<file path="config.mk">
export PLATFORM = sky130hd
export DESIGN_NAME = bcd_gray_arbiter
export DESIGN_NICKNAME = d
export VERILOG_FILES = /design/src/rtl/bcd_gray_arbiter.sv
export SDC_FILE = /design/constraint.sdc
export NUM_CORES = 1
export LEC_CHECK = 0
export CAP_MARGIN = 20
export CELL_PAD_IN_SITES_DETAIL_PLACEMENT = 0
export CELL_PAD_IN_SITES_GLOBAL_PLACEMENT = 1
export CORE_MARGIN = 5
export CORE_UTILIZATION = 37
export DETAILED_ROUTE_END_ITERATION = 10
export HOLD_SLACK_MARGIN = 0.1
export PLACE_DENSITY_LB_ADDON = 0.1
export SLEW_MARGIN = 20
export SYNTH_ARGS = -nofsm -noshare
export SYNTH_HDL_FRONTEND = slang
export SYNTH_SLANG_ARGS = --single-unit
export TNS_END_PERCENT = 5
</file>
<file path="constraint.sdc">
create_clock -name clk -period 3.2 [get_ports clk]
set_input_delay 0.96 -clock clk [delete_from_list [all_inputs] [get_ports clk]]
set_output_delay 0.96 -clock clk [all_outputs]
set_load 0.05 [all_outputs]
</file>
<file path="src/rtl/bcd_gray_arbiter.sv">
// Round-robin front end for a shared BCD-to-Gray converter.
// One requester is served at a time; results leave on a valid/ready port.
module bcd_gray_arbiter #(
  parameter int N_REQ = 4,
  parameter int IDW   = $clog2(N_REQ)
) (
  input  logic                 clk,
  input  logic                 rst_n,
  input  logic [N_REQ-1:0]     req,
  input  logic [4*N_REQ-1:0]   bcd_in,
  input  logic                 out_ready,
  output logic [N_REQ-1:0]     ack,
  output logic [3:0]           gray_out,
  output logic [IDW-1:0]       gray_id,
  output logic                 gray_valid,
  output logic                 bcd_err,
  output logic [7:0]           conv_count
);

  typedef enum logic [1:0] {
    IDLE,
    CONV,
    PRESENT
  } state_t;

  state_t         state;
  state_t         state_nx;
  logic [IDW-1:0] ptr;
  logic [IDW-1:0] cap_id;
  logic [3:0]     cap_bcd;
  logic [IDW-1:0] grant;
  logic [IDW-1:0] idx;
  logic           found;
  logic [3:0]     pick;

  function automatic logic [3:0] to_gray(input logic [3:0] b);
    logic [3:0] g;
    if (b > 4'd9) begin
      g = 4'b0000;
    end else begin
      g = {b[3], b[3] | b[2], b[2] ^ b[1], b[1] ^ b[0]};
    end
    return g;
  endfunction

  // Search starts just after the last grant so every requester gets a turn.
  always_comb begin
    grant = '0;
    found = 1'b0;
    idx   = '0;
    for (int k = 1; k <= N_REQ; k++) begin
      idx = IDW'((int'(ptr) + k) % N_REQ);
      if (!found && req[idx]) begin
        found = 1'b1;
        grant = idx;
      end
    end
  end

  assign pick = bcd_in[{grant, 2'b00} +: 4];

  always_comb begin
    state_nx = state;
    unique case (state)
      IDLE:    if (found) state_nx = CONV;
      CONV:    state_nx = PRESENT;
      PRESENT: if (out_ready) state_nx = IDLE;
      default: state_nx = IDLE;
    endcase
  end

  always_comb begin
    ack = '0;
    if (state == CONV) ack[cap_id] = 1'b1;
  end

  always_ff @(posedge clk or negedge rst_n) begin
    if (!rst_n) begin
      state <= IDLE;
    end else begin
      state <= state_nx;
    end
  end

  always_ff @(posedge clk or negedge rst_n) begin
    if (!rst_n) begin
      ptr        <= IDW'(N_REQ - 1);
      cap_id     <= '0;
      cap_bcd    <= '0;
      gray_out   <= '0;
      gray_id    <= '0;
      gray_valid <= 1'b0;
      bcd_err    <= 1'b0;
      conv_count <= '0;
    end else begin
      unique case (state)
        IDLE: begin
          if (found) begin
            ptr     <= grant;
            cap_id  <= grant;
            cap_bcd <= pick;
          end
        end
        CONV: begin
          gray_out   <= to_gray(cap_bcd);
          bcd_err    <= (cap_bcd > 4'd9);
          gray_id    <= cap_id;
          gray_valid <= 1'b1;
        end
        PRESENT: begin
          if (out_ready) begin
            gray_valid <= 1'b0;
            conv_count <= conv_count + 8'd1;
          end
        end
        default: ;
      endcase
    end
  end

endmodule

</file>
==> results of run 1 <==
-- cell type report --
cell class	count	area, um^2
Clock buffer	4	36.3
Sequential cell	26	653
Multi-Input combinational cell	88	621
Timing Repair Buffer	44	438
Fill cell	307	1570
Tap cell	46	57.6
Inverter	3	11.3
-- state kept, by name, indices dropped and copies added (netlist names) --
name        cells
conv_count      8
cap_bcd         4
gray_out        4
cap_id          2
gray_id         2
ptr             2
state           2
bcd_err         1
gray_valid      1
-- cells in the mapped netlist (2+ instances only) --
library cell | number | area, um^2
sky130_fd_sc_hd__a21boi_0 | 5 | 37.5
sky130_fd_sc_hd__dfstp_2 | 2 | 52.6
sky130_fd_sc_hd__nand2b_1 | 4 | 25.0
sky130_fd_sc_hd__xor2_1 | 4 | 35.0
sky130_fd_sc_hd__inv_1 | 2 | 7.51
sky130_fd_sc_hd__a22o_1 | 3 | 26.3
sky130_fd_sc_hd__dfrtp_1 | 24 | 601
sky130_fd_sc_hd__nor2b_1 | 2 | 12.5
sky130_fd_sc_hd__a21oi_1 | 4 | 20.0
sky130_fd_sc_hd__nor2_1 | 13 | 48.8
sky130_fd_sc_hd__and3_1 | 2 | 12.5
sky130_fd_sc_hd__nand2_1 | 9 | 33.8
sky130_fd_sc_hd__a211oi_1 | 8 | 60.1
sky130_fd_sc_hd__xnor2_1 | 4 | 35.0
sky130_fd_sc_hd__o21ai_0 | 3 | 15.0
sky130_fd_sc_hd__ha_1 | 3 | 37.5
sky130_fd_sc_hd__mux2i_1 | 5 | 50.1
sky130_fd_sc_hd__nand3_1 | 3 | 15.0
-- critical path: stages (launching register included) --
cell and delay [ns]:
sky130_fd_sc_hd__dfrtp_1 0.45, sky130_fd_sc_hd__nor2b_1 0.28, sky130_fd_sc_hd__nand2_1 0.11, sky130_fd_sc_hd__nor2_1 0.10, sky130_fd_sc_hd__clkdlybuf4s50_1 0.81
-- path summary, 6_finish.rpt --
check | from | to | slack (ns)
worst max register to register | state[1] | cap_bcd[3] | 1.45
min in group asynchronous | rst_n | conv_count[3] | 1.00
worst min-delay path | conv_count[7] | conv_count[7] | 0.48
max in group asynchronous | rst_n | ptr[0] | 1.90
worst min register to register | conv_count[7] | conv_count[7] | 0.48
worst max-delay path | state[1] | ack[1] | 0.18
-- metal layers --
layer  GRT usage (%)  share of wire [%]  vias up
li1                -                  -      514
met2            19.5                 49       22
met5               0                  0        -
met4            3.90               0.34        0
met1            13.5                 46      469
met3            2.32                4.5        2
-- kinds of logic after synthesis --
family / Yosys count
fa+ha+maj: 3
simple gates: 40
compound gates: 31
mux: 6
flops: 26
xor+xnor: 8
buf+inv: 5
-- through the flow --
| step | hold slack [ns] | utilization, % |
|---|---|---|
| 2_1_floorplan | 0.497 | - |
| 3_3_place_gp | 0.456 | 52.5 |
| 3_5_place_dp | 0.465 | 52.5 |
| 4_1_cts | 0.486 | 53.5 |
| 5_1_grt | 0.494 | 53.6 |
| 6_report | 0.478 | 53.6 |
-- power groups by stage --
stage | Clock (uW) | Combinational (uW) | Sequential, uW
2_1_floorplan | 0 | 457 | 823
3_3_place_gp | 0 | 957 | 604
3_5_place_dp | 0 | 957 | 612
4_1_cts | 174 | 961 | 604
5_1_grt | 185 | 1020 | 625
6_report | 163 | 944 | 601
==> results.env, run 1 <==
DIE_X_UM=69.5
DIE_Y_UM=69.5
TOP_LEVEL_PORTS=43
POWER.STATIC_LEAKAGE_uW=0.000803
GRT_FIRST_PASS_WIRELENGTH_MM=4.45
CLK_PIN_SLEW_WORST_PATHS_NS=0.14
STARTPOINT_TO_ENDPOINT_CLASS_OF_THE_CRITICAL_PATH='reg -> out'
CLOCK_POWER_SHARE_PCT=9.6
SLEW_HEADROOM_PCT=65.8
FIN_TNS_SETUP_NS=0
FLOORPLAN.INITIALDENSITY_PCT=38.6
YOSYSWARNINGS=0
PERIOD_NEEDED_NS=3.02
FINALNONFILLERCELLS=211
DETAILED_PLACE.AREA_UM2=1780
POST_DRT_WL_PER_CELL_UM=12.5
FINAL-HOLD-VIOLATION-COUNT=0
SYNTH_COMPOUND_AREA_SHARE_PCT=18.4
SYN2LAYOUT_AREA_GROWTH_PCT=38.8
CLOCK_PATH_BUFFERS=2
DRTANTENNAVIOLNETS=0
SYN_AREA_UM2=1310
FIRSTDRTPASSITERS=2
WORST-SLEW-PIN-TRANSITION_NS=0.511
SYNTH_ENABLE_FLOP_CELLS=0
FINALINSTANCEAREA_UM2=1820
NETS=192
POWER.NET_SWITCHING_uW=787
NUMBER_OF_ANTENNA_VIOLATIONS_AT_THE_FIRST_CHECK_IN_GLOBAL_ROUTING=0
DRV.MAX_CAP_VIOLATION_COUNT=0
PLACEABLECOREAREA_UM2=3390
SYNTH_TOP_FAMILY_BY_AREA='compound AO/OA/AOI/OAI gates'
MUXSHAREOFSYNTHAREA_PCT=4.68
GP_CONGESTION=0.726
POWER.SEQUENTIAL.FRACTION_PCT=35.2
DR_TOTAL_VIAS=1007
DRT_FIRST_ITER_VIOLATIONS=27
GRT_OVERFLOW=0
WORST_HOLD_PATH_TYPE='reg -> reg'
VIAS_IN_THE_FIRST_GLOBAL_ROUTE=986
YS_FF_LATCH=26
YOSYSSEQAREASHARE_PCT=49.9
SYNTH_NETS=145
VIAS_PER_CELL=4.77
LAYOUT.CELLS.MOST_COMMON_LIST='41 x sky130_fd_sc_hd__clkdlybuf4s50_1, 24 x sky130_fd_sc_hd__dfrtp_1, 13 x sky130_fd_sc_hd__nor2_1'
CTS_TREE='done'
SYNTH_FA_HA_AREA_SHARE_PCT=2.87
INSERTED_CLOCK_BUFFERS=3
HTREEDEPTH=1
VDD_IR_DROP_MAX_mV=0.358
TOTAL_ROUTING_RESOURCE_UTILIZATION_AFTER_GLOBAL_ROUTING_PCT=11.2
BUFFER_PORTS.INSERTED=42
REQUIRED_TIME_AT_THE_ENDPOINT_OF_THE_CRITICAL_PATH_NS=2.24
SW_SHARE_PCT=46.0
HOLDPATHSTAGES=1
HOLDBUFCOUNTCTS=0
ANTENNA_CELL_COUNT=0
SYNTH.AVG_CELL_AREA_UM2=11.0
CTS_SETUP_BUFFERS=0
FINALCRITPERIODSHARE_PCT=94.5
RSZ_0062_RAISED_AFTER_GLOBAL_ROUTING='false'
MAXCLOCKFREQUENCY_MHz=331
DRT-TOTAL-WL_MM=2.63
POST_ROUTE_SKEW_NS=0.00912
POWER_DENSITY_nW_PER_UM2=940
TIMING.CRITICAL_PATH.FROM_TYPE='register'
DETAILEDPLACEMENTHPWL_MM=2.08
POST_CTS.RESIZED_INSTANCES=0
LAYOUT-DRIVE-GT1-SHARE_PCT=10.3
YS_ASYNC_SR_FRACTION_PCT=100
SYNTHESIS.INSTANCES=119
GRT_START_MAX_NET_PINS=27
LAYOUT_COMMONEST_CELL='sky130_fd_sc_hd__clkdlybuf4s50_1'
DIE_AREA_UM2=4830
SYNTHSIMPLEGATEAREAFRAC_PCT=16.2
YOSYS.AREA_SHARE.XOR_XNOR_PCT=5.35
FINAL_SETUP_VIOLATION_COUNT=0
PLACE_WS_NS=0.329
WORST-R2R-CELL-COUNT=5
CTSROOTBUFFERMASTER='sky130_fd_sc_hd__clkbuf_4'
CRITPATHCAPTURETYPE='output port'
TIMING.CRITICAL_PATH.FANOUT_MAX=6
ROWS=21
STATUS='finished, final reports clean'
PWR-SHARE-COMB_PCT=55.3
P_INT_uW=922
SYNTH_CELL_TYPES=37
TOTAL_POWER_uW=1710
ARRIVAL_NS=2.06
DRC_VIOLS=0
INSERTION_DELAY_NS=0.31
CLOCK-SINKS=26
PLACED_CELLS=207
SETUP_SLACK_NS=0.177
SLEW_VIOL_FINAL=0
POSTSYNTH.TOPFLOPCELL='sky130_fd_sc_hd__dfrtp_1'
Power figures use the tool's default switching activity.
==> run 2, diff against run 1 <==
PLACE_DENSITY = 0.89   (was not set)
PLACE_DENSITY_LB_ADDON = not set   (was 0.1)
==> results.env, run 2 (synthesis gave the netlist of run 1 again) <==
SW_SHARE_PCT=46.2
FIN_TNS_SETUP_NS=0
R2R_SETUP_SLACK_NS=1.44
POWER.STATIC_LEAKAGE_uW=0.000819
DRC_VIOLS=0
LAYOUT.CELLS.MOST_COMMON_LIST='40 x sky130_fd_sc_hd__clkdlybuf4s50_1, 24 x sky130_fd_sc_hd__dfrtp_1, 13 x sky130_fd_sc_hd__nor2_1'
PLACEABLECOREAREA_UM2=3390
FINAL_SETUP_VIOLATION_COUNT=0
TOTAL_ROUTING_RESOURCE_UTILIZATION_AFTER_GLOBAL_ROUTING_PCT=11.9
CRITPATHCAPTURETYPE='output port'
FINALCRITPERIODSHARE_PCT=96.2
DRT_FIRST_ITER_VIOLATIONS=22
STARTPOINT_TO_ENDPOINT_CLASS_OF_THE_CRITICAL_PATH='reg -> out'
SLEW_VIOL_FINAL=0
CTSROOTBUFFERMASTER='sky130_fd_sc_hd__clkbuf_4'
REG.LARGEST.LIST='conv_count x8, cap_bcd x4, gray_out x4'
TIMING.CRITICAL_PATH.FROM_TYPE='register'
DRTANTENNAVIOLNETS=0
TOP_REGISTER='conv_count'
FINALNONFILLERCELLS=211
WL_MET2_MM=1.28
CLOCK_POWER_SHARE_PCT=9.5
GRT_OVERFLOW=0
POWER.SEQUENTIAL.FRACTION_PCT=35.2
ARRIVAL_NS=2.12
VIAS_PER_CELL=4.87
VIAS_IN_THE_FIRST_GLOBAL_ROUTE=1087
CRIT-REG2REG-CAPTURE='cap_bcd[2]'
HOLDPATHSTAGES=1
POWER_DENSITY_nW_PER_UM2=941
DRV.MAX_CAP_VIOLATION_COUNT=0
TOP_SIGNAL_LAYER_USED='met4'
NETS=192
ROWS=21
WORST_HOLD_PATH_TYPE='reg -> reg'
HTREEDEPTH=1
PLACED_CELLS=207
REQUIRED_TIME_AT_THE_ENDPOINT_OF_THE_CRITICAL_PATH_NS=2.24
INSERTED_CLOCK_BUFFERS=3
SYN2LAYOUT_AREA_GROWTH_PCT=39.0
CLK_PIN_SLEW_WORST_PATHS_NS=0.14
NUMBER_OF_FLIP_FLOPS_UNDER_THE_LARGEST_REGISTER_NAME=8
WORST_SETUP_PATH_STARTPOINT='state[1]'
FIRSTDRTPASSITERS=4
MAXCLOCKFREQUENCY_MHz=325
CTS_TREE='done'
GRT_FIRST_PASS_WIRELENGTH_MM=4.81
WORST-SLEW-PIN-TRANSITION_NS=0.509
POST_DRT_WL_PER_CELL_UM=12.9
FLOORPLAN.INITIALDENSITY_PCT=38.6
TIMING.CRITICAL_PATH.FANOUT_MAX=6
CLOCK-SINKS=26
DIE_Y_UM=69.5
DRT-MET1-WL_MM=1.18
SLEW_HEADROOM_PCT=66.0
GP_CONGESTION=0.740
HOLD_PATH_STARTPOINT='conv_count[7]'
RSZ_0062_RAISED_AFTER_GLOBAL_ROUTING='false'
GRT_START_MAX_NET_PINS=27
NUMBER_OF_ANTENNA_VIOLATIONS_AT_THE_FIRST_CHECK_IN_GLOBAL_ROUTING=0
STATUS='finished, final reports clean'
P_INT_uW=921
LAYOUT-DRIVE-GT1-SHARE_PCT=10.3
DIE_X_UM=69.5
DRT-TOTAL-WL_MM=2.72
REGTOREGSTARTPOINT='ptr[1]'
PERIOD_NEEDED_NS=3.08
PWR-SHARE-COMB_PCT=55.4
HOLDBUFCOUNTCTS=0
WORST_HOLD_PATH.ENDPOINT='conv_count[7]'
POWER.NET_SWITCHING_uW=790
FINAL-HOLD-VIOLATION-COUNT=0
DETAILEDPLACEMENTHPWL_MM=2.24
WORST-R2R-CELL-COUNT=5
CLOCK_PATH_BUFFERS=2
ROUTED-WL-MET3_UM=243
POST_ROUTE_SKEW_NS=0.00741
ANTENNA_CELL_COUNT=0
CTS_SETUP_BUFFERS=0
VDD_IR_DROP_MAX_mV=0.353
TOP_LEVEL_PORTS=43
DR_TOTAL_VIAS=1027
DIE_AREA_UM2=4830
BUFFER_PORTS.INSERTED=42
INSERTION_DELAY_NS=0.32
LAYOUT_COMMONEST_CELL='sky130_fd_sc_hd__clkdlybuf4s50_1'
-- run 2: worst max-delay path by stage --
stage / endpoint / cells after the start
3_3_place_gp: ack[2] / 4
6_report: ack[3] / 3
2_1_floorplan: ack[0] / 3
4_1_cts: ack[1] / 4
3_5_place_dp: cap_bcd[0] / 7
5_1_grt: ack[3] / 3
-- run 2: cell type report --
type | count | area [um^2]
inverters | 3 | 11.3
clock buffers | 4 | 36.3
flip-flops and latches | 26 | 653
fillers | 312 | 1570
repair buffers | 44 | 440
multi-input cells | 88 | 621
well taps | 46 | 57.6
-- run 2: what timing repair did --
item	CTS	global route
endpoints found under the hold margin	0	0
setup endpoints to repair	0	2
gates resized for setup	0	2
-- run 2: power groups by stage --
stage / sequential (uW) / clock (uW) / combinational [uW]
floorplan: 823 / 0 / 457
global placement: 604 / 0 / 938
detailed placement: 612 / 0 / 955
CTS: 605 / 166 / 962
global route: 626 / 178 / 1030
finish: 602 / 162 / 948
-- run 2: per-stage QoR --
stage | total power (uW) | worst slack, ns | hold WS, ns | utilization, % | cell area [um^2]
after floorplan | 1280 | 0.473 | 0.497 | - | 1310
after global placement | 1540 | 0.481 | 0.459 | 52.5 | 1780
after detailed placement | 1570 | 0.416 | 0.468 | 52.5 | 1780
after CTS | 1730 | 0.0906 | 0.485 | 53.5 | 1810
after global routing | 1830 | 0.0193 | 0.503 | 53.7 | 1820
final | 1710 | 0.122 | 0.481 | 53.7 | 1820
-- run 2: critical path, stage by stage, from the launching register on --
cell	delay, ns
sky130_fd_sc_hd__dfrtp_1	0.45
sky130_fd_sc_hd__nor2b_1	0.33
sky130_fd_sc_hd__and3_1	0.21
sky130_fd_sc_hd__clkdlybuf4s50_1	0.80
-- run 2: metal layers --
| metal | vias up | track usage, % |
|---|---|---|
| met5 | - | 0 |
| met1 | 469 | 14.1 |
| met2 | 38 | 20.9 |
| met4 | 0 | 3.25 |
| li1 | 516 | - |
| met3 | 4 | 3.48 |
